$ cat src/rtl/instruction_fetch.sv
// Instruction fetch stage: owns the PC, reads the word-indexed ROM and fills the IF/ID register.
// Optional FETCH_COUNTERS_EN macro adds saturating fetch/stall event counters.
module instruction_fetch #(
  parameter int                  PC_WIDTH    = 64,
  parameter int                  INSTR_WIDTH = 32,
  parameter logic [PC_WIDTH-1:0] RESET_PC    = {PC_WIDTH{1'b0}},
  parameter logic [PC_WIDTH-1:0] PC_STEP     = {{(PC_WIDTH-1){1'b0}}, 1'b1},
  parameter int                  IMEM_DEPTH  = 64
) (
  input  logic                   clk,
  input  logic                   reset,
  output logic [PC_WIDTH-1:0]    pc,
  input  logic [INSTR_WIDTH-1:0] instrucao,
  input  logic                   stall,
  input  logic                   branch_taken,
  input  logic [PC_WIDTH-1:0]    branch_target,
  output logic [INSTR_WIDTH-1:0] if_instr,
  output logic [PC_WIDTH-1:0]    if_pc,
  output logic                   if_valid,
  output logic                   halted
`ifdef FETCH_COUNTERS_EN
  ,
  output logic [31:0]            fetch_count,
  output logic [31:0]            stall_count
`endif
);

  typedef enum logic [1:0] {
    IDLE = 2'd0,
    RUN  = 2'd1,
    HALT = 2'd2
  } state_t;

  localparam logic [PC_WIDTH-1:0] DEPTH_PC = PC_WIDTH'(IMEM_DEPTH);

  state_t                 state_r,    state_s;
  logic [PC_WIDTH-1:0]    pc_r,       pc_s;
  logic [INSTR_WIDTH-1:0] if_instr_r, if_instr_s;
  logic [PC_WIDTH-1:0]    if_pc_r,    if_pc_s;
  logic                   if_valid_r, if_valid_s;
  logic                   halted_r,   halted_s;
  logic                   in_range_s;
  logic                   target_ok_s;

  assign in_range_s  = (pc_r < DEPTH_PC);
  assign target_ok_s = (branch_target < DEPTH_PC);

  assign pc       = pc_r;
  assign if_instr = if_instr_r;
  assign if_pc    = if_pc_r;
  assign if_valid = if_valid_r;
  assign halted   = halted_r;

  // Next-state and next-register computation; branch beats stall beats normal fetch.
  always_comb begin
    state_s    = state_r;
    pc_s       = pc_r;
    if_instr_s = if_instr_r;
    if_pc_s    = if_pc_r;
    if_valid_s = if_valid_r;
    halted_s   = halted_r;
    case (state_r)
      IDLE: begin
        state_s = RUN;
      end
      RUN: begin
        if (branch_taken) begin
          // The word read this cycle is on the wrong path, so drop it.
          pc_s       = branch_target;
          if_valid_s = 1'b0;
        end else if (stall) begin
          pc_s = pc_r;
        end else if (in_range_s) begin
          if_instr_s = instrucao;
          if_pc_s    = pc_r;
          if_valid_s = 1'b1;
          pc_s       = pc_r + PC_STEP;
        end else begin
          if_valid_s = 1'b0;
          halted_s   = 1'b1;
          state_s    = HALT;
        end
      end
      HALT: begin
        if_valid_s = 1'b0;
        if (branch_taken && target_ok_s) begin
          pc_s     = branch_target;
          halted_s = 1'b0;
          state_s  = RUN;
        end else begin
          pc_s = pc_r;
        end
      end
      default: begin
        state_s    = IDLE;
        if_valid_s = 1'b0;
      end
    endcase
  end

  // State and IF/ID register update.
  always_ff @(posedge clk or posedge reset) begin
    if (reset) begin
      state_r    <= IDLE;
      pc_r       <= RESET_PC;
      if_instr_r <= {INSTR_WIDTH{1'b0}};
      if_pc_r    <= {PC_WIDTH{1'b0}};
      if_valid_r <= 1'b0;
      halted_r   <= 1'b0;
    end else begin
      state_r    <= state_s;
      pc_r       <= pc_s;
      if_instr_r <= if_instr_s;
      if_pc_r    <= if_pc_s;
      if_valid_r <= if_valid_s;
      halted_r   <= halted_s;
    end
  end

`ifdef FETCH_COUNTERS_EN
  logic [31:0] fetch_count_r;
  logic [31:0] stall_count_r;
  logic        fetch_inc_s;
  logic        stall_inc_s;

  function automatic logic [31:0] sat_inc(input logic [31:0] v);
    if (v == 32'hFFFF_FFFF) begin
      sat_inc = v;
    end else begin
      sat_inc = v + 32'd1;
    end
  endfunction

  assign fetch_inc_s = (state_r == RUN) && !branch_taken && !stall && in_range_s;
  assign stall_inc_s = (state_r == RUN) && !branch_taken && stall;
  assign fetch_count = fetch_count_r;
  assign stall_count = stall_count_r;

  // Saturating event counters.
  always_ff @(posedge clk or posedge reset) begin
    if (reset) begin
      fetch_count_r <= 32'd0;
      stall_count_r <= 32'd0;
    end else begin
      if (fetch_inc_s) begin
        fetch_count_r <= sat_inc(fetch_count_r);
      end
      if (stall_inc_s) begin
        stall_count_r <= sat_inc(stall_count_r);
      end
    end
  end
`endif

endmodule

$ cat config.mk
export PLATFORM = sky130hd
export DESIGN_NAME = instruction_fetch
export DESIGN_NICKNAME = d
export VERILOG_FILES = /design/src/rtl/instruction_fetch.sv
export SDC_FILE = /design/constraint.sdc
export NUM_CORES = 1
export LEC_CHECK = 0
export CAP_MARGIN = 40
export CORE_MARGIN = 8
export CORE_UTILIZATION = 40
export DETAILED_ROUTE_END_ITERATION = 12
export GPL_ROUTABILITY_DRIVEN = 0
export PLACE_DENSITY = 0.77
export SLEW_MARGIN = 20
export SYNTH_ARGS = -nofsm -noshare
export SYNTH_HDL_FRONTEND = slang
export SYNTH_SLANG_ARGS = --single-unit
export TNS_END_PERCENT = 20
$ cat constraint.sdc
create_clock -name clk -period 6.8 [get_ports clk]
set_input_delay 2.04 -clock clk [delete_from_list [all_inputs] [get_ports clk]]
set_output_delay 2.04 -clock clk [all_outputs]
set_load 0.02 [all_outputs]
==> impl_results.md, run 1 <==
* Via Count at 6175
* H-tree levels at 4
* DPL Wire Length at 17760 um
* Register area share after synthesis at 57.59%
* Syn-to-layout area delta at 48.32%
* Cells after Synth at 636
* Post-layout nets at 989
* CTS tree: built
* RSZ-0062 raised after global routing: no
* Hold WC Path Type: flip-flop to flip-flop
* Starting Density at 40.22%
* CTS max path bufs at 2
* Clock root buffer: clkbuf_16
* Max Cap Viol at 0
* Final period utilization at 68.26%
* Pwr/cell area at 338.9 mW/mm^2
* Pin count of the biggest net entering global routing at 89
* Die H at 149.5 um
* Post-synth EDFFs at 0
* DRT Wirelength at 24100 um
* Port Buf Inserts at 261
* Initial antenna violation count at 1
* Required time worst endpoint at 7.11 ns
* Critical path class: input port to flip-flop
* Worst setup path start: branch_target[60]
* Max-slew violation count at 0
* Fillers at 1489
* Final setup TNS at 0 ns
* Fin crit period at 4.642 ns
* R2R Path Start: pc[16]
* Arr. time, crit path at 4.95 ns
* I/O pin cnt at 262
* Worst rel slew slack at 45.76%
* Worst Skew at 0.009751 ns
* Hold depth at 1
* Post CTS Setup Buffer Count at 0
* Clock slew at reported path FFs at 0.07 ns
* Cell Area, Synth at 0.007126 mm^2
* CP delay by family, top: simple AND/OR/NAND/NOR gates
* Worst hold start: if_pc[7]
* Setup violators final at 0
* CP Max Fanout at 28
* CTS resizes at 0
* Most frequent cells in the layout: clkdlybuf4s50_1 (261), dfrtp_1 (164), and2_1 (61)
* Length of the first detailed-routing pass in iterations at 7
* Post-synthesis register bit count at 164
* Post-DR vias/cell at 5.465
* Die X at 149.5 um
* Setup crit end kind: flip-flop
* Leakage at 4.494 nW
* R2R setup slack at 3.54 ns
* Cell breakdown of the critical path: clkdlybuf4s50_1 > nor4_1 > nand4_1 > o41ai_2 > nand3_2 > nor2_8 > mux2_1
* Synth top area share at 57.59%
* GRT Overall Usage at 21.23%
* Hold Buf Count CTS at 0
* Yosys warning count at 0
* Ratio of cells with drive above 1 in the final layout at 11.54%
* Wire per inst at 21.32 um
* Worst IR drop on VDD at 0.1765 mV
* Number of buffers and inverters on the critical path at 1
* Worst slew pin tran at 0.8061 ns
* Core ar. at 0.01772 mm^2
* Ys async rst share at 100.0%
* Critical-path top delay cell: nor4_1
* Antenna Nets Post-Route at 0
* Setup Slack @ Placement at 1.837 ns
* Cell accounting for the most synthesized area: dfrtp_1
* Worst Setup Start Kind: input port
* Max frequency at 0.2154 GHz
* Worst r2r path cells at 7
* Drt drc at 0
* Global-route wire length before repair at 36520 um
* Final setup margin at 2.158 ns
* Die ar. at 0.02234 mm^2
* Num CTS Buffers at 17
* Reg-to-Reg End: pc[36]
* Top post-synthesis cells by area: dfrtp_1 (58%), mux2_2 (5.8%), and2_1 (5.4%)
* Clock Sinks at 164
* DR iter-0 viols at 407
* Row count at 49
* Antenna cells at 0
* Mean Syn Cell Area at 11.20 um^2
* Clock latency on the worst-skew pair at 0.42 ns
* Final Hold Viols at 0
* Run status: finished, final reports clean
* Vias in the first global route at 6242
* Synth unique cells at 50
* Commonest non-fill, non-tap cell in the layout: clkdlybuf4s50_1
* Dominant synthesized flop cell: dfrtp_1
* Syn_nets at 737
* CP max stage delay at 0.73 ns
* Overflow after GRT at 0
* Worst hold endpoint: if_pc[7]
[synthesized netlist by cell type (7+ instances only)]
cell type / n
a2bb2oi_2: 18
o22ai_1: 11
nand2_1: 58
inv_1: 8
mux2_2: 37
nor2_1: 45
nand3_1: 23
dfrtp_1: 164
clkbuf_1: 24
and2_1: 61
a21oi_1: 14
nor3_1: 8
o31ai_1: 7
nand4_1: 16
o22a_1: 11
o21ai_0: 37
nor4_1: 26
[report_power, final]
part | internal (mW) | leakage [nW] | switching (mW)
clock network | 0.542 | 0.283 | 0.416
registers | 1.15 | 2.13 | 0.292
logic | 0.564 | 2.08 | 0.613
[state kept, by name, summed over array words and instances (netlist names)]
name and count:
if_pc 64, pc 64, if_instr 32, state_r 2
halted 1, if_valid 1
[metrics by stage]
stage / power [mW] / utilization (%) / instance area, um^2 / hold slack, ns / std cells
4_1_cts: 3.598 / 59.49 / 10540 / 0.4886 / 1129
2_1_floorplan: 2.002 / - / 7126 / 0.5867 / 636
3_3_place_gp: 2.607 / 55.98 / 9918 / 0.4605 / 1095
3_5_place_dp: 2.631 / 56.18 / 9953 / 0.4698 / 1097
6_report: 3.581 / 59.65 / 10570 / 0.4828 / 1130
5_1_grt: 3.740 / 59.65 / 10570 / 0.4941 / 1130
[how the worst max path moves through the flow]
stage | cells after the start | to | slack [ns]
5_1_grt | 8 | pc[13] | 2.13
3_3_place_gp | 8 | pc[36] | 1.95
3_5_place_dp | 7 | pc[36] | 1.84
4_1_cts | 7 | pc[36] | 2.29
2_1_floorplan | 1 | halted | 0.33
6_report | 7 | pc[36] | 2.16
[layer usage]
| layer | wire length (um) | GRT usage, % | up-vias |
|---|---|---|---|
| met5 | 13 | 0 | - |
| met4 | 657 | 8.178 | 2 |
| met3 | 2620 | 8.588 | 43 |
| met2 | 11190 | 33.31 | 342 |
| met1 | 9614 | 25.70 | 2986 |
| li1 | - | - | 2802 |
[kinds of logic after synthesis]
| kind of cell | share of synthesized area (%) |
|---|---|
| mux | 6.585 |
| flops | 57.59 |
| compound gates | 13.49 |
| buf+inv | 2.722 |
| simple gates | 19.44 |
| fa+ha+maj | 0.1756 |
[area by class of cell]
class / count / area (um^2) / share of cell area [%]
Sequential cell: 164 / 4104 / 38.83
Multi-Input combinational cell: 428 / 2843 / 26.90
Timing Repair Buffer: 269 / 2713 / 25.67
Clock buffer: 21 / 470.5 / 4.451
Tap cell: 229 / 286.5 / 2.711
Clock inverter: 11 / 117.6 / 1.113
Inverter: 8 / 35.03 / 0.3315
(Power assumes the default switching activity.)
==> run 2, diff against run 1 <==
--- a/config.mk
+++ b/config.mk
@@ -7,10 +7,10 @@
 export LEC_CHECK = 0
 export CAP_MARGIN = 40
 export CORE_MARGIN = 8
-export CORE_UTILIZATION = 40
+export CORE_UTILIZATION = 45
 export DETAILED_ROUTE_END_ITERATION = 12
 export GPL_ROUTABILITY_DRIVEN = 0
-export PLACE_DENSITY = 0.77
+export PLACE_DENSITY = 0.82
 export SLEW_MARGIN = 20
 export SYNTH_ARGS = -nofsm -noshare
 export SYNTH_HDL_FRONTEND = slang
==> constraint.sdc (replaced) <==
create_clock -name clk -period 4.5 [get_ports clk]
set_input_delay 1.35 -clock clk [delete_from_list [all_inputs] [get_ports clk]]
set_output_delay 1.35 -clock clk [all_outputs]
set_load 0.02 [all_outputs]
==> run 2 against run 1 <==
  * Total power rose by 52%
  * Sequential power rose by 51%
  * Global-route usage rose by 1.9 points
  * Via count rose by 1.4%
  * Critical endpoint is now pc[27]
  * Largest power group unchanged
==> impl_results.md, run 2 (synthesized netlist as in run 1, its figures left out) <==
* Final setup TNS at 0 ns
* Cell Count, Final, Fillers Out at 1123
* Final period utilization at 82.62%
* Drt drc at 0
* Global-route wire length before repair at 36180 um
* I/O pin cnt at 262
* DRT Wirelength at 23160 um
* Fin crit period at 3.718 ns
* Max frequency at 0.2690 GHz
* Run status: finished, final reports clean
* Max-slew violation count at 0
* CP Max Fanout at 6
* Overflow after GRT at 0
* Placed Cells at 1090
* Port Buf Inserts at 261
* Pint at 3.448 mW
* Post CTS Setup Buffer Count at 0
* Power, Total at 5.446 mW
* Pwr/cell area at 513.0 mW/mm^2
* Die X at 141.8 um
* Antenna cells at 0
* GRT Overall Usage at 23.12%
* Worst slew pin tran at 0.6674 ns
* Sw Ratio at 36.69%
* Core ar. at 0.01566 mm^2
* Pin count of the biggest net entering global routing at 79
* Post-DR vias/cell at 5.576
* Hold WC Path Type: flip-flop to flip-flop
* Hold Buf Count CTS at 0
* DR iter-0 viols at 513
* Row count at 46
* Leakage at 4.520 nW
* Die ar. at 0.02012 mm^2
* Clock slew at reported path FFs at 0.06 ns
* Via Count at 6262
* CTS resizes at 0
* Wire per inst at 20.62 um
* Commonest non-fill, non-tap cell in the layout: clkdlybuf4s50_1
* Clock Sinks at 164
* Hold WS at 0.4844 ns
* FF/Latch Area at 0.004104 mm^2
* H-tree levels at 4
* Multi-input gate area at 0.002843 mm^2
* Max Cap Viol at 0
* Die H at 141.8 um
* Combinational Power Share at 32.9%
* CTS max path bufs at 2
* Fillers at 1208
* Num CTS Buffers at 17
* Seq pwr share at 40.1%
* Setup crit end kind: flip-flop
* Initial antenna violation count at 0
* DPL Wire Length at 17300 um
* Clock latency on the worst-skew pair at 0.42 ns
* Worst IR drop on VDD at 0.3493 mV
* Length of the first detailed-routing pass in iterations at 5
* Antenna Nets Post-Route at 0
* CTS tree: built
* Final Hold Viols at 0
* Post-layout util at 67.81%
* Worst Setup Start Kind: input port
* Post-layout nets at 995
* Clock root buffer: clkbuf_16
* Ratio of cells with drive above 1 in the final layout at 12.13%
* Clock power share at 26.9%
* Net Switching at 1.998 mW
* Required time worst endpoint at 4.82 ns
* Starting Density at 45.52%
* Critical path class: input port to flip-flop
* Vias in the first global route at 6401
* Worst Skew at 0.009961 ns
* Most frequent cells in the layout: clkdlybuf4s50_1 (261), dfrtp_1 (164), and2_1 (61)
* RSZ-0062 raised after global routing: no
* Syn-to-layout area delta at 48.99%
* Setup violators final at 0
* Arr. time, crit path at 4.04 ns
* Worst rel slew slack at 55.10%
==> run 2: critical path, cell delays in order <==
cell and delay, ns:
clkdlybuf4s50_1 0.47, or4_1 0.53, nor2_1 0.12, nand3_1 0.14, o41ai_2 0.40, and3_1 0.29, o21ai_1 0.23, clkbuf_2 0.24
o31ai_1 0.26
==> run 2: final timing paths <==
kind	start	to	slack, ns	depth (start not counted)
worst max-delay path	branch_target[38]	pc[27]	0.78	9
worst min-delay path	if_pc[11]	if_pc[11]	0.48	1
worst max register to register	pc[54]	pc[27]	1.27	8
worst min register to register	if_pc[11]	if_pc[11]	0.48	1
max in group asynchronous	reset	pc[12]	2.53	3
min in group asynchronous	reset	if_pc[24]	1.24	2
==> run 2: power groups by stage <==
stage	clock network (mW)	registers [mW]	logic [mW]
5_1_grt	1.55	2.23	1.90
3_5_place_dp	0	2.19	1.79
2_1_floorplan	0	2.38	0.643
4_1_cts	1.50	2.17	1.80
3_3_place_gp	0	2.17	1.77
6_report	1.47	2.19	1.79
==> run 2: cell type report <==
type,count,share of cell area [%]
tap,216,2.546
inverter,8,0.3182
clock buffer,18,4.042
timing repair buffer,275,26.12
clock inverter,14,1.544
multi-input combinational,428,26.78
sequential,164,38.66
==> run 2: through the flow <==
step	cell area (um^2)	setup WS, ns
after floorplan	7129	1.065
after global placement	9991	0.4584
after detailed placement	10020	0.4105
after CTS	10610	0.8668
after global routing	10620	0.6651
final	10620	0.7823
==> run 2: per-layer routing <==
metal  share of wire, %  track usage (%)  vias up
met5                  0                0        -
met4                2.3            8.366        0
met3                 11            7.897       46
met2                 47            37.08      372
met1                 40            28.46     3027
li1                   -                -     2817
==> run 3, diff against run 2 <==
==> constraint.sdc (replaced) <==
create_clock -name clk -period 3.7 [get_ports clk]
set_input_delay 1.11 -clock clk [delete_from_list [all_inputs] [get_ports clk]]
set_output_delay 1.11 -clock clk [all_outputs]
set_load 0.02 [all_outputs]
==> run 3 against run 2 <==
  * Highest routed layer unchanged
  * Final cell count grew 1.1%
  * Global-route usage down 0.32 points
  * Critical path depth unchanged
  * Clock skew grew 0.0014 ns
  * Critical endpoint is now pc[47]
  * Non-clock buffer count is 12 higher
  * Final area rose by 0.35%
==> impl_results.md, run 3 (synthesized netlist as in run 1, its figures left out) <==
* Length of the first detailed-routing pass in iterations at 7
* Antenna Nets Post-Route at 0
* CTS resizes at 0
* DR iter-0 viols at 481
* Drt drc at 0
* Metal-1 WL at 9160 um
* Hold WS at 0.4834 ns
* Worst IR drop on VDD at 0.4349 mV
* Max layer used: met4
* Row count at 46
* Leakage at 4.557 nW
* Worst rel slew slack at 54.87%
* Setup violators final at 0
* Number of buffers and inverters on the critical path at 2
* Hold WC Path Type: flip-flop to flip-flop
* CP max stage delay at 0.52 ns
* R2R Path Start: pc[54]
* Pwr/cell area at 613.5 mW/mm^2
* H-tree levels at 4
* Die X at 141.8 um
* Num CTS Buffers at 17
* Pin count of the biggest net entering global routing at 109
* CP delay by family, top: simple AND/OR/NAND/NOR gates
* Post-layout nets at 1007
* Clock latency on the worst-skew pair at 0.42 ns
* Most frequent cells in the layout: clkdlybuf4s50_1 (261), dfrtp_1 (164), and2_1 (61)
* DPL Wire Length at 17110 um
* GRT Overall Usage at 22.80%
* Vias in the first global route at 6345
* CTS max path bufs at 2
* Run status: finished, final reports clean
* RSZ-0062 raised after global routing: no
* Worst Setup EP: pc[47]
* Overflow after GRT at 0
* Final setup TNS at 0 ns
* CTS tree: built
* Global-route wire length before repair at 35730 um
* Initial antenna violation count at 0
* R2R setup slack at 0.64 ns
* CP Max Fanout at 38
* Setup crit end kind: flip-flop
* Die ar. at 0.02012 mm^2
* Worst r2r path cells at 8
* Arr. time, crit path at 3.58 ns
* Worst Skew at 0.01131 ns
* Syn-to-layout area delta at 49.52%
* Wire per inst at 20.22 um
* Reg-to-Reg End: pc[47]
* Required time worst endpoint at 4.00 ns
* Critical path class: input port to flip-flop
* Metal3 WL at 2511 um
* Critical-path top delay cell: or4_1
* Hold Buf Count CTS at 0
* Starting Density at 45.52%
* Commonest non-fill, non-tap cell in the layout: clkdlybuf4s50_1
* Ratio of cells with drive above 1 in the final layout at 13.17%
* Post-DR vias/cell at 5.576
* Worst Setup Start Kind: input port
* Max-slew violation count at 0
* Via Count at 6329
* Clock slew at reported path FFs at 0.06 ns
* Final Hold Viols at 0
* Clock root buffer: clkbuf_16
* Fin crit period at 3.280 ns
* DRT Wirelength at 22960 um
* Post CTS Setup Buffer Count at 0
* WP depth at 9
* Worst slew pin tran at 0.6769 ns
* Max Cap Viol at 0
* Max frequency at 0.3049 GHz
* Antenna cells at 0
* Die H at 141.8 um
* Clock Sinks at 164
* Worst setup path start: branch_target[39]
* Cell breakdown of the critical path: clkdlybuf4s50_1 > or4_1 > nor2_1 > nand3_1 > o41ai_2 > nand3_2 > buf_4 > o21ai_0 > o31ai_1
* Port Buf Inserts at 261
* Final period utilization at 88.65%
* Core ar. at 0.01566 mm^2
* I/O pin cnt at 262
* Metal2 WL at 10680 um
-- run 3: power by group --
part | switching (mW) | internal (mW)
Clock | 0.742 | 0.937
Combinational | 1.12 | 1.09
Sequential | 0.526 | 2.12
-- run 3: how the worst min path moves through the flow --
stage                   start         to  cells past startpoint
global route        if_pc[46]  if_pc[46]                      1
CTS                  if_pc[6]   if_pc[6]                      1
global placement    if_pc[60]  if_pc[60]                      1
detailed placement  if_pc[41]  if_pc[41]                      1
floorplan            if_pc[3]   if_pc[3]                      2
finish              if_pc[30]  if_pc[30]                      1
-- run 3: layout make-up --
cell class / count / area [um^2]
Sequential cell: 164 / 4104
Timing Repair Buffer: 287 / 2845
Clock buffer: 19 / 432.9
Clock inverter: 13 / 125.1
Multi-Input combinational cell: 428 / 2843
Fill cell: 1209 / 5001
Tap cell: 216 / 270.3
Inverter: 8 / 33.78
-- run 3: metrics by stage --
stage               util (%)  std cells  setup slack, ns  area (um^2)  power, mW
floorplan                  -        636           0.5052         7129      3.680
global placement       64.49       1103          0.08285        10100      4.827
detailed placement     64.49       1103          0.03500        10100      4.866
CTS                    68.05       1135           0.4583        10650      6.574
global route           68.05       1135           0.2419        10650      6.831
finish                 68.05       1135           0.4200        10650      6.536
-- run 3: routing by layer --
metal,track usage (%),vias to the layer above
met4,8.932,0
met1,28.03,3010
li1,-,2851
met3,7.090,58
met5,0,-
met2,36.82,410
